==> src/rtl/piso_pkg.sv <==
// Shared types, sizing and frame-length helper for the PISO serial transmitter.
// Build option: define PISO_PARITY_EN to append an even-parity bit to every frame.
package piso_pkg;

    typedef enum logic {
        S_IDLE  = 1'b0,
        S_SHIFT = 1'b1
    } state_t;

    localparam int DEFAULT_WIDTH = 8;

    // Bits on the wire per frame: data bits, plus the parity bit when enabled.
    function automatic int frame_len(input int width);
`ifdef PISO_PARITY_EN
        return width + 1;
`else
        return width;
`endif
    endfunction

endpackage

==> src/rtl/piso_bit_counter.sv <==
// Frame bit-position counter for the PISO transmitter.
// Counts bit cycles within a frame and flags the final bit cycle (cnt == FRAME-1).
module piso_bit_counter #(
    parameter int FRAME = 8,
    parameter int CNT_W = $clog2(FRAME + 1)
) (
    input  logic             clk,
    input  logic             i_clear,
    input  logic             i_en,
    output logic [CNT_W-1:0] o_cnt,
    output logic             o_last
);

    logic [CNT_W-1:0] r_cnt;

    always_ff @(posedge clk) begin
        if (i_clear) begin
            r_cnt <= '0;
        end else if (i_en) begin
            r_cnt <= r_cnt + 1'b1;
        end
    end

    assign o_cnt  = r_cnt;
    assign o_last = (r_cnt == CNT_W'(FRAME - 1));

endmodule

==> src/rtl/piso_shift_reg.sv <==
// Parallel-in/serial-out transmitter, LSB first, one bit per clk with back-to-back frames.
// Build option: PISO_PARITY_EN appends an even-parity bit after the data bits.
module piso_shift_reg
    import piso_pkg::*;
#(
    parameter int WIDTH = DEFAULT_WIDTH
) (
    input  logic             clk,
    input  logic             rst,
    input  logic [WIDTH-1:0] din,
    input  logic             load,
    output logic             ready,
    output logic             sout,
    output logic             busy,
    output logic             done
);

    localparam int FRAME = frame_len(WIDTH);
    localparam int CNT_W = $clog2(FRAME + 1);

    // Handshake: a word is taken on any rising edge where load && ready; din
    // is sampled only on that edge and a load seen while ready=0 is dropped.

    state_t           r_state;
    logic [WIDTH-2:0] r_shreg;
    logic             r_sout;
    logic             r_done;

    logic             w_shift;
    logic             w_last;
    logic             w_ready;
    logic             w_accept;
    logic             w_cnt_clear;
    logic             w_next_bit;
    logic [CNT_W-1:0] w_cnt;

    assign w_shift     = (r_state == S_SHIFT);
    assign w_ready     = !w_shift || w_last;
    assign w_accept    = load && w_ready;
    assign w_cnt_clear = rst || w_accept || (w_shift && w_last);

    piso_bit_counter #(
        .FRAME (FRAME),
        .CNT_W (CNT_W)
    ) u_bit_counter (
        .clk     (clk),
        .i_clear (w_cnt_clear),
        .i_en    (w_shift),
        .o_cnt   (w_cnt),
        .o_last  (w_last)
    );

`ifdef PISO_PARITY_EN
    logic r_parity;

    // After the last data bit the line carries the parity of the captured word.
    assign w_next_bit = (w_cnt == CNT_W'(WIDTH - 1)) ? r_parity : r_shreg[0];
`else
    logic w_cnt_unused;

    assign w_next_bit   = r_shreg[0];
    assign w_cnt_unused = ^w_cnt;
`endif

    // r_shreg holds the bits still to be sent; bit 0 goes straight to sout on capture.
    always_ff @(posedge clk) begin
        if (rst) begin
            r_state  <= S_IDLE;
            r_shreg  <= '0;
            r_sout   <= 1'b0;
            r_done   <= 1'b0;
`ifdef PISO_PARITY_EN
            r_parity <= 1'b0;
`endif
        end else begin
            r_done <= w_shift && w_last;
            if (w_accept) begin
                r_state  <= S_SHIFT;
                r_shreg  <= din[WIDTH-1:1];
                r_sout   <= din[0];
`ifdef PISO_PARITY_EN
                r_parity <= ^din;
`endif
            end else if (w_shift && w_last) begin
                r_state <= S_IDLE;
                r_sout  <= 1'b0;
            end else if (w_shift) begin
                r_shreg <= r_shreg >> 1;
                r_sout  <= w_next_bit;
            end
        end
    end

    assign ready = w_ready;
    assign busy  = w_shift;
    assign sout  = r_sout;
    assign done  = r_done;

endmodule

==> config.mk <==
export PLATFORM = sky130hd
export DESIGN_NAME = piso_shift_reg
export DESIGN_NICKNAME = d
export VERILOG_FILES = /design/src/rtl/piso_pkg.sv /design/src/rtl/piso_bit_counter.sv /design/src/rtl/piso_shift_reg.sv
export SDC_FILE = /design/constraint.sdc
export NUM_CORES = 1
export LEC_CHECK = 0
export BUFFER_PORTS_ARGS = -buffer_cell sky130_fd_sc_hd__buf_2
export CAP_MARGIN = 20
export CORE_MARGIN = 3
export CORE_UTILIZATION = 50
export CTS_CLUSTER_SIZE = 30
export DETAILED_ROUTE_END_ITERATION = 8
export GPL_ROUTABILITY_DRIVEN = 1
export PLACE_DENSITY_LB_ADDON = 0.15
export SLEW_MARGIN = 40
export SYNTH_ARGS = -nofsm -noshare
export SYNTH_HDL_FRONTEND = slang
export SYNTH_SLANG_ARGS = --single-unit
==> constraint.sdc <==
create_clock -name clk -period 1.7 [get_ports clk]
set_input_delay 0.085 -clock clk [delete_from_list [all_inputs] [get_ports clk]]
set_output_delay 0.085 -clock clk [all_outputs]
set_load 0.005 [all_outputs]
After elaboration in Yosys (flattened, before gate mapping)

Cells that the tools add are included.

Word-level logic and storage cells: 26
Bits of input ports: 11
Output and inout bits: 4
Bits in registers: 14

$add $sub $neg: 1
Eq/ne operators: 2
Reductions and logical operators: 10
Multiplexer cells: 8

Operators by type and width:

| cell                | number |
|---|---|
| $mux 7              | 3 |
| $mux 1              | 5 |
| $add 4x1->4 const B | 1 |
| $eq 4x3->1 const B  | 1 |
| $reduce_bool 2->1   | 2 |
| $logic_or 1x1->1    | 3 |
| $reduce_bool 3->1   | 1 |
| $logic_and 1x1->1   | 2 |
| $ne 2x2->1 const B  | 1 |
| $reduce_and 2->1    | 1 |
| $logic_not 1->1     | 1 |

Depth between registers and ports, before layout

Gate-level depths: netlist (run 1).

Depth after elaboration: 5
Depth in mapped cells: 5
Mapped depth without buffers: 4

Cells and area by module

A second synthesis (run 1) with hierarchy kept.

Cells, all modules: 63
Area, all modules: 654.4 um2

Modules (own cells, without submodules):

| module           | cells each | sequential area each (um2) | instances | area an instance (um2) |
|---|---|---|---|---|
| piso_shift_reg   | 45         | 200.2                      | 1         | 467.9 |
| piso_bit_counter | 18         | 80.1                       | 1         | 186.4 |

Least setup slack after synthesis (run 1)

Ideal clock, no wire load.

Path kind: register to register
From: register u_bit_counter.r_cnt[0], in the netlist u_bit_counter.o_cnt[0]
To: register r_sout, in the netlist sout
Arrival: 1.177 ns
Library setup time: 0.116 ns
Data required time: 1.584 ns
Buffers on the path: 1
Cell stages (with the launch flop): 6
Path slack: 0.407 ns
Clock period less this slack: 1.293 ns
Path through: dfxtp_1 -> ha_1 -> nand3b_4 -> and2_4 -> buf_6 -> o211a_1

Word-level cells in the longest chain between the ends: 4
Elaborated cells on any way between the ends: 7
Classes of those cells: 1 x eq/ne; 2 x mux; 4 x reduce/logical

Ends and longest elaborated chain:

| element                                                      | RTL line                                   | source |
|---|---|---|
| start, declared                                              | piso_bit_counter.sv:14                     | `logic [CNT_W-1:0] r_cnt;` |
| start signal, assigned                                       | piso_bit_counter.sv:20                     | `r_cnt <= r_cnt + 1'b1;` |
| $eq 4x3->1 (*)                                               | piso_bit_counter.sv:25                     | `assign o_last = (r_cnt == CNT_W'(FRAME - 1));` |
| $logic_and 1x1->1 / $logic_or 1x1->1 (equally long branches) | piso_shift_reg.sv:84, piso_shift_reg.sv:38 |  |
| $mux 1 / $logic_and 1x1->1 (equally long branches)           | piso_shift_reg.sv:84, piso_shift_reg.sv:39 |  |
| $mux 1 / $reduce_bool 3->1 (equally long branches)           | -                                          |  |
| end signal, assigned                                         | piso_shift_reg.sv:80                       | `r_sout <= din[0];` |
| end signal, assigned                                         | piso_shift_reg.sv:89                       | `r_sout <= w_next_bit;` |
| end, declared                                                | piso_shift_reg.sv:26                       | `logic r_sout;` |

Every way passes the cells marked *; elsewhere a longest branch is shown, timed or not.
A chain may end at the register's enable or synchronous reset.

Worst setup path after layout (run 1)

From: register u_bit_counter.r_cnt[0], in the netlist u_bit_counter.o_cnt[0]
To: output ready

Word-level cells in the longest chain between the ends: 2

Ends and longest elaborated chain:

| element          | RTL line               | source |
|---|---|---|
| $eq 4x3->1       | piso_bit_counter.sv:25 |  |
| $logic_or 1x1->1 | piso_shift_reg.sv:38   | `assign w_ready = !w_shift \|\| w_last;` |
| end, declared    | piso_shift_reg.sv:12   | `output logic ready,` |

Every way passes these cells.

==> results of run 1 <==
## final timing paths
check | cells past startpoint | endpoint
setup / recovery | 5 | ready
hold / removal | 3 | r_shreg[6]
setup reg to reg | 4 | r_shreg[4]
hold reg to reg | 2 | r_shreg[1]
## through the flow
step | power (mW) | utilization, % | instance area (µm²) | instances
6_report | 0.6937 | 64.85 | 759.5 | 99
5_1_grt | 0.7210 | 64.85 | 759.5 | 99
4_1_cts | 0.6985 | 64.85 | 759.5 | 99
3_5_place_dp | 0.4570 | 61.75 | 723.2 | 95
3_3_place_gp | 0.4551 | 61.75 | 723.2 | 95
2_1_floorplan | 0.4298 | - | 653.1 | 70
## kinds of logic (layout without fill, tap and decap cells)
family	count (synthesis)	count (layout)	synth area share (%)
buffers and inverters	13	28	9.003
xor gates and xnor gates	3	3	4.024
muxes	2	2	3.065
adders and majority gates	1	1	1.915
and+or+nand+nor	21	21	19.54
DFF	14	14	42.91
AOI/OAI and AO/OA	16	16	19.54
## worst register-to-register path: cells and delay by family (launching register included)
kind	cells	cell delay (ns)
AOI/OAI and AO/OA	1	0.24
adders and majority gates	1	0.23
DFF	1	0.39
and+or+nand+nor	2	0.39
## layout make-up
cell class,instances,area (µm²),share of cell area (%)
tap,14,17.52,2.306
clock buffer,4,36.28,4.778
multi-input combinational,43,314.1,41.35
timing repair buffer,15,77.57,10.21
sequential,14,280.3,36.90
inverter,9,33.78,4.448
## flip-flops by register name, summed over array words and instances, names as in the netlist
signal	count
done	1
r_shreg	7
u_bit_counter.o_cnt	4
sout	1
busy	1
## layer usage
metal  global-route usage [%]  vias up
met3                    2.575        4
met2                    19.75       12
met1                    18.85      239
met4                    11.18        0
li1                         -      277
met5                        0        -
## cell usage in the layout (no fill, tap or decap), drive strengths merged
master / Yosys / routed
o211a: 1 / 1
xor2: 2 / 2
o211ai: 1 / 1
o21ai: 1 / 1
nand4: 1 / 1
nand2b: 1 / 1
nand2: 2 / 2
and2: 1 / 1
nor3: 3 / 3
buf: 3 / 15
a221oi: 6 / 6
inv: 9 / 9
ha: 1 / 1
xnor2: 1 / 1
o21a: 1 / 1
mux2i: 2 / 2
dfxtp: 14 / 14
nor2: 5 / 5
nor2b: 6 / 6
clkbuf: 1 / 4
nand3b: 2 / 2
a211oi: 6 / 6
## power groups by stage
| stage | Clock [mW] | Sequential [mW] | Combinational [mW] |
|---|---|---|---|
| final | 0.245 | 0.359 | 0.0901 |
| after CTS | 0.249 | 0.359 | 0.0913 |
| after detailed placement | 0 | 0.366 | 0.0907 |
| after global placement | 0 | 0.365 | 0.0901 |
| after floorplan | 0 | 0.364 | 0.0662 |
| after global routing | 0.259 | 0.361 | 0.101 |
==> impl_metrics.toml, run 1 <==
[sta]
fmax_mhz = 655.1
worst_pin_slew_ns = 0.3242
timing.setup.tns_ns = 0
slew_headroom_pct = 78.29
skew_ns = 0.005185
fin_crit_sh_pct = 89.80
setup_viol = 0
worst_slack_ns = 0.1735
hold_viol = 0
fin_crit_ns = 1.527
slew_viol_final = 0
holdWs_ns = 0.09673
rsz0062_at_grt = "false"

[global_route]
grt.overflow.total = 0
antenna_found_initial = 0
grt_first_pass_wirelength_um = 1918
grt_usage_pct = 14.16
grt_max_degree = 19
grt_pass1_vias = 450

[die]
start_util_pct = 55.77
die_x_um = 42.14
io_pins = 15
die_y_um = 42.14
core_region_area_um2 = 1171
rows = 12
fp.dieArea_um2 = 1776

[clock_network]
clk_latency_ns = 0.29
clk_path_buf_depth = 2
htree_levels = 1
cts_post_setup_buffers_inserted = 0
cts.root.buffer_cell = "clkbuf_4"
path_clk_slew_ns = 0.09
hold_buffers = 0
cts_resized = 0
cts_buffers = 3
cts_tree = "yes"
cts_sinks = 14

[synth]
synth.top_cell.area_share_pct = 42.91
synth_edf_count = 0
syn_area_per_cell_um2 = 9.330
synth_area_leaders = "dfxtp_1, a221oi_1, a211oi_1, nor2b_1, inv_1"
syn-num-nets = 82
synth_top_area_cell = "dfxtp_1"
synth_warnings = 0
yosysSeqAreaShare_pct = 42.91
synth_seq_cells = 14
ys_top_cells_by_count = "dfxtp_1, inv_1, a211oi_1, a221oi_1, nor2b_1"
async_flop_share_pct = 0
synth_cell_type_count = 24
syn_area_um2 = 653.1
synth_cells = 70
synthFlopType = "dfxtp_1"
synth.most_common_cell = "dfxtp_1"

[route]
antenna_left = 0
drtPass1Iterations = 2
dr_wl_met2_um = 479
viasPerCell = 5.374
drtIter0Drc = 5
routedLengthMet1_um = 587
vias = 532
dr_wl_met3_um = 67
wire_per_inst_um = 11.78
drcViolationCount = 0
top_layer = "met4"
wirelength_um = 1166

[power_and_ir_drop]
power_density_nw_per_um2 = 913.4
clkPwrFrac_pct = 35.3
seq_power_share_pct = 51.7
swShare_pct = 24.50
peakVddDrop_mv = 0.5585
p_sw_mw = 0.1700
internal_power_mw = 0.5237
comb_power_share_pct = 13.0
power.leakage_nw = 0.3611

[cells_and_area]
drive_above_1_share_pct = 24.71
nFillCells = 99
diodes = 0
syn2layout_area_growth_pct = 16.28
nets = 98

[critical_path]
worstPathRequired_ns = 1.62
r2r_start = "u_bit_counter.o_cnt[0]"
path_buf_inv = 2
crit_type = "reg2out"
critical_path.cell_chain = "ha_1, nand3b_4, and2_4, inv_1, buf_2"
crit_path_end_kind = "primary output"
crit_path_max_fanout = 10
ff2ff_setup_slack_ns = 0.37
slowest_delay_ns = 0.39
crit_family = "flip-flops"
worst_setup_path_start_kind = "flip-flop"
crit_path_start = "u_bit_counter.o_cnt[0]"
arrival_ns = 1.44
cp_slowest_cell = "dfxtp_1"

[flow_run]
max_cap_violations = 0

[placement]
portBuffers = 14
dp_hpwl_um = 826.5
globalplace.congestion = 0.7382
pre_cts_slack_ns = 0.3893

[worst_hold_path]
hold_class = "in2reg"
hold_start = "din[7]"

[outcome]
status = "finished clean"
Note: power is estimated with default switching activity, not from simulation.
==> run 2: changes to the inputs <==
--- a/config.mk
+++ b/config.mk
@@ -14,6 +14,8 @@
 export GPL_ROUTABILITY_DRIVEN = 1
 export PLACE_DENSITY_LB_ADDON = 0.15
+export REMOVE_ABC_BUFFERS = 1
 export SLEW_MARGIN = 40
 export SYNTH_ARGS = -nofsm -noshare
 export SYNTH_HDL_FRONTEND = slang
+export SYNTH_HIERARCHICAL = 1
 export SYNTH_SLANG_ARGS = --single-unit
==> constraint.sdc (replaced) <==
create_clock -name clk -period 1.7 [get_ports clk]
set_input_delay 0.085 -clock clk [delete_from_list [all_inputs] [get_ports clk]]
set_output_delay 0.085 -clock clk [all_outputs]
set_load 0.05 [all_outputs]
==> impl_metrics.toml, run 2 <==
[synth]
yosysSeqAreaShare_pct = 42.83
synth_warnings = 6
synth_edf_count = 0
ys_top_cells_by_count = "dfxtp_1, nor2_1, mux2i_1"
synth.most_common_cell = "dfxtp_1"
syn_area_per_cell_um2 = 10.39
synth.top_cell.area_share_pct = 42.83
synth_cells = 63
synth_seq_cells = 14
synth_top_area_cell = "dfxtp_1"
async_flop_share_pct = 0
synth_cell_type_count = 23
synth_area_leaders = "dfxtp_1, mux2i_1, a211oi_2, nor2_1, mux2_4"
synthFlopType = "dfxtp_1"
syn_area_um2 = 654.4

[clock_network]
cts.root.buffer_cell = "clkbuf_4"
cts_tree = "yes"
cts_buffers = 3
clk_path_buf_depth = 2
clk_latency_ns = 0.28
cts_sinks = 14
path_clk_slew_ns = 0.08
htree_levels = 1

[critical_path]
worst_setup_path_start_kind = "flip-flop"
crit_path_end_kind = "primary output"
crit_family = "buffers and inverters"
crit_path_max_fanout = 14
path_buf_inv = 3
crit_type = "reg2out"
critical_path.cell_chain = "ha_1, nand2_1, nor2_1, buf_4, nor2b_4, inv_6, buf_8"
arrival_ns = 1.51
slowest_delay_ns = 0.37
cp_slowest_cell = "dfxtp_1"
worstPathRequired_ns = 1.62

[cells_and_area]
postLayoutCellArea_um2 = 795.8
largest-register = "r_shreg"
seq_area_um2 = 281.5
largest_reg_flops = 7
nFillCells = 102
diodes = 0
final_cell_mix = "dfxtp_1, buf_2, nor2_1, mux2i_1, a211oi_2"
syn2layout_area_growth_pct = 21.61
nets = 94
drive_above_1_share_pct = 40.74
multiInputGateArea_um2 = 341.6

[route]
antenna_left = 0
drtIter0Drc = 2
viasPerCell = 5.211
wirelength_um = 1076
vias = 495
drcViolationCount = 0
wire_per_inst_um = 11.33
drtPass1Iterations = 4

[die]
core_region_area_um2 = 1171
start_util_pct = 55.88
rows = 12
die_y_um = 42.18
die_x_um = 42.18
io_pins = 15
fp.dieArea_um2 = 1779

[global_route]
antenna_found_initial = 0
grt.overflow.total = 0
grt_first_pass_wirelength_um = 1835
grt_max_degree = 15
grt_usage_pct = 14.19
grt_pass1_vias = 423

[power_and_ir_drop]
power_density_nw_per_um2 = 893.1
power_mw = 0.7107
peakVddDrop_mv = 0.5217
power.leakage_nw = 0.3711

[sta]
holdWs_ns = 0.1055
skew_ns = 0.005663
setup_viol = 0
fin_crit_ns = 1.594
worst_pin_slew_ns = 0.4431
fin_crit_sh_pct = 93.78
slew_headroom_pct = 70.33
fmax_mhz = 627.2
slew_viol_final = 0
hold_viol = 0

[flow_run]
max_cap_violations = 0

[placement]
place_area_um2 = 735.7
globalplace.congestion = 0.7055
portBuffers = 14
dp_hpwl_um = 795.7

[outcome]
status = "finished clean"

[worst_hold_path]
hold_class = "in2reg"
run 2: metrics by stage:
stage / instances / TNS, ns / utilization [%] / setup slack [ns]
after detailed placement: 90 / 0 / 62.82 / 0.1555
after global placement: 90 / 0 / 62.82 / 0.1865
final: 95 / 0 / 67.95 / 0.1057
after global routing: 95 / -0.003829 / 67.95 / -0.003829
after floorplan: 60 / 0 / - / 0.07493
after CTS: 94 / 0 / 66.67 / 0.02993
run 2: path summary, 6_finish.rpt:
| kind | from | end | slack [ns] | cells after the start |
|---|---|---|---|---|
| setup / recovery | u_bit_counter/o_cnt[1] | ready | 0.11 | 7 |
| setup reg to reg | u_bit_counter/o_cnt[1] | u_bit_counter/o_cnt[3] | 0.16 | 7 |
| hold / removal | load | busy | 0.11 | 3 |
| hold reg to reg | r_shreg[6] | r_shreg[6] | 0.52 | 2 |
run 2: worst register-to-register path, delay by kind of cell (launching register included):
family / cells / cell delay [ns]
AOI/OAI and AO/OA: 1 / 0.23
and+or+nand+nor: 4 / 0.38
adders and majority gates: 1 / 0.20
DFF: 1 / 0.37
muxes: 1 / 0.26
run 2: metal layers:
metal  track usage (%)  part of all wire, %  vias to the layer above
li1                  -                    -                      261
met1             16.49                   48                      215
met2             20.67                   42                       14
met3             7.725                  7.9                        5
met4             7.453                  2.2                        0
met5                 0                    0                        -
run 2: cells by family after synthesis:
group,count (synthesis),synth area share [%]
AO/OA/AOI/OAI,13,19.31
AND/OR/NAND/NOR,19,15.11
multiplexers,9,14.53
XOR/XNOR,1,1.339
adder cells (fa/ha/maj),1,1.912
flip-flops,14,42.83
buffers and inverters,6,4.971
run 2: timing repair:
item	CTS	global route
gates cloned	0	0
buffers inserted	0	1
hold buffers	0	0
endpoints found under the setup margin	1	1
resized for setup	3	3
run 2: cell type report:
type / instances / share of cell area (%)
Inverter: 3 / 2.044
Multi-Input combinational cell: 43 / 42.92
Clock buffer: 4 / 4.560
Timing Repair Buffer: 17 / 12.89
Tap cell: 14 / 2.201
Sequential cell: 14 / 35.38
run 2: power by group:
group	switching [mW]	internal, mW
Sequential	0.0147	0.348
Combinational	0.0659	0.0510
Clock	0.101	0.130
Total	0.182	0.529
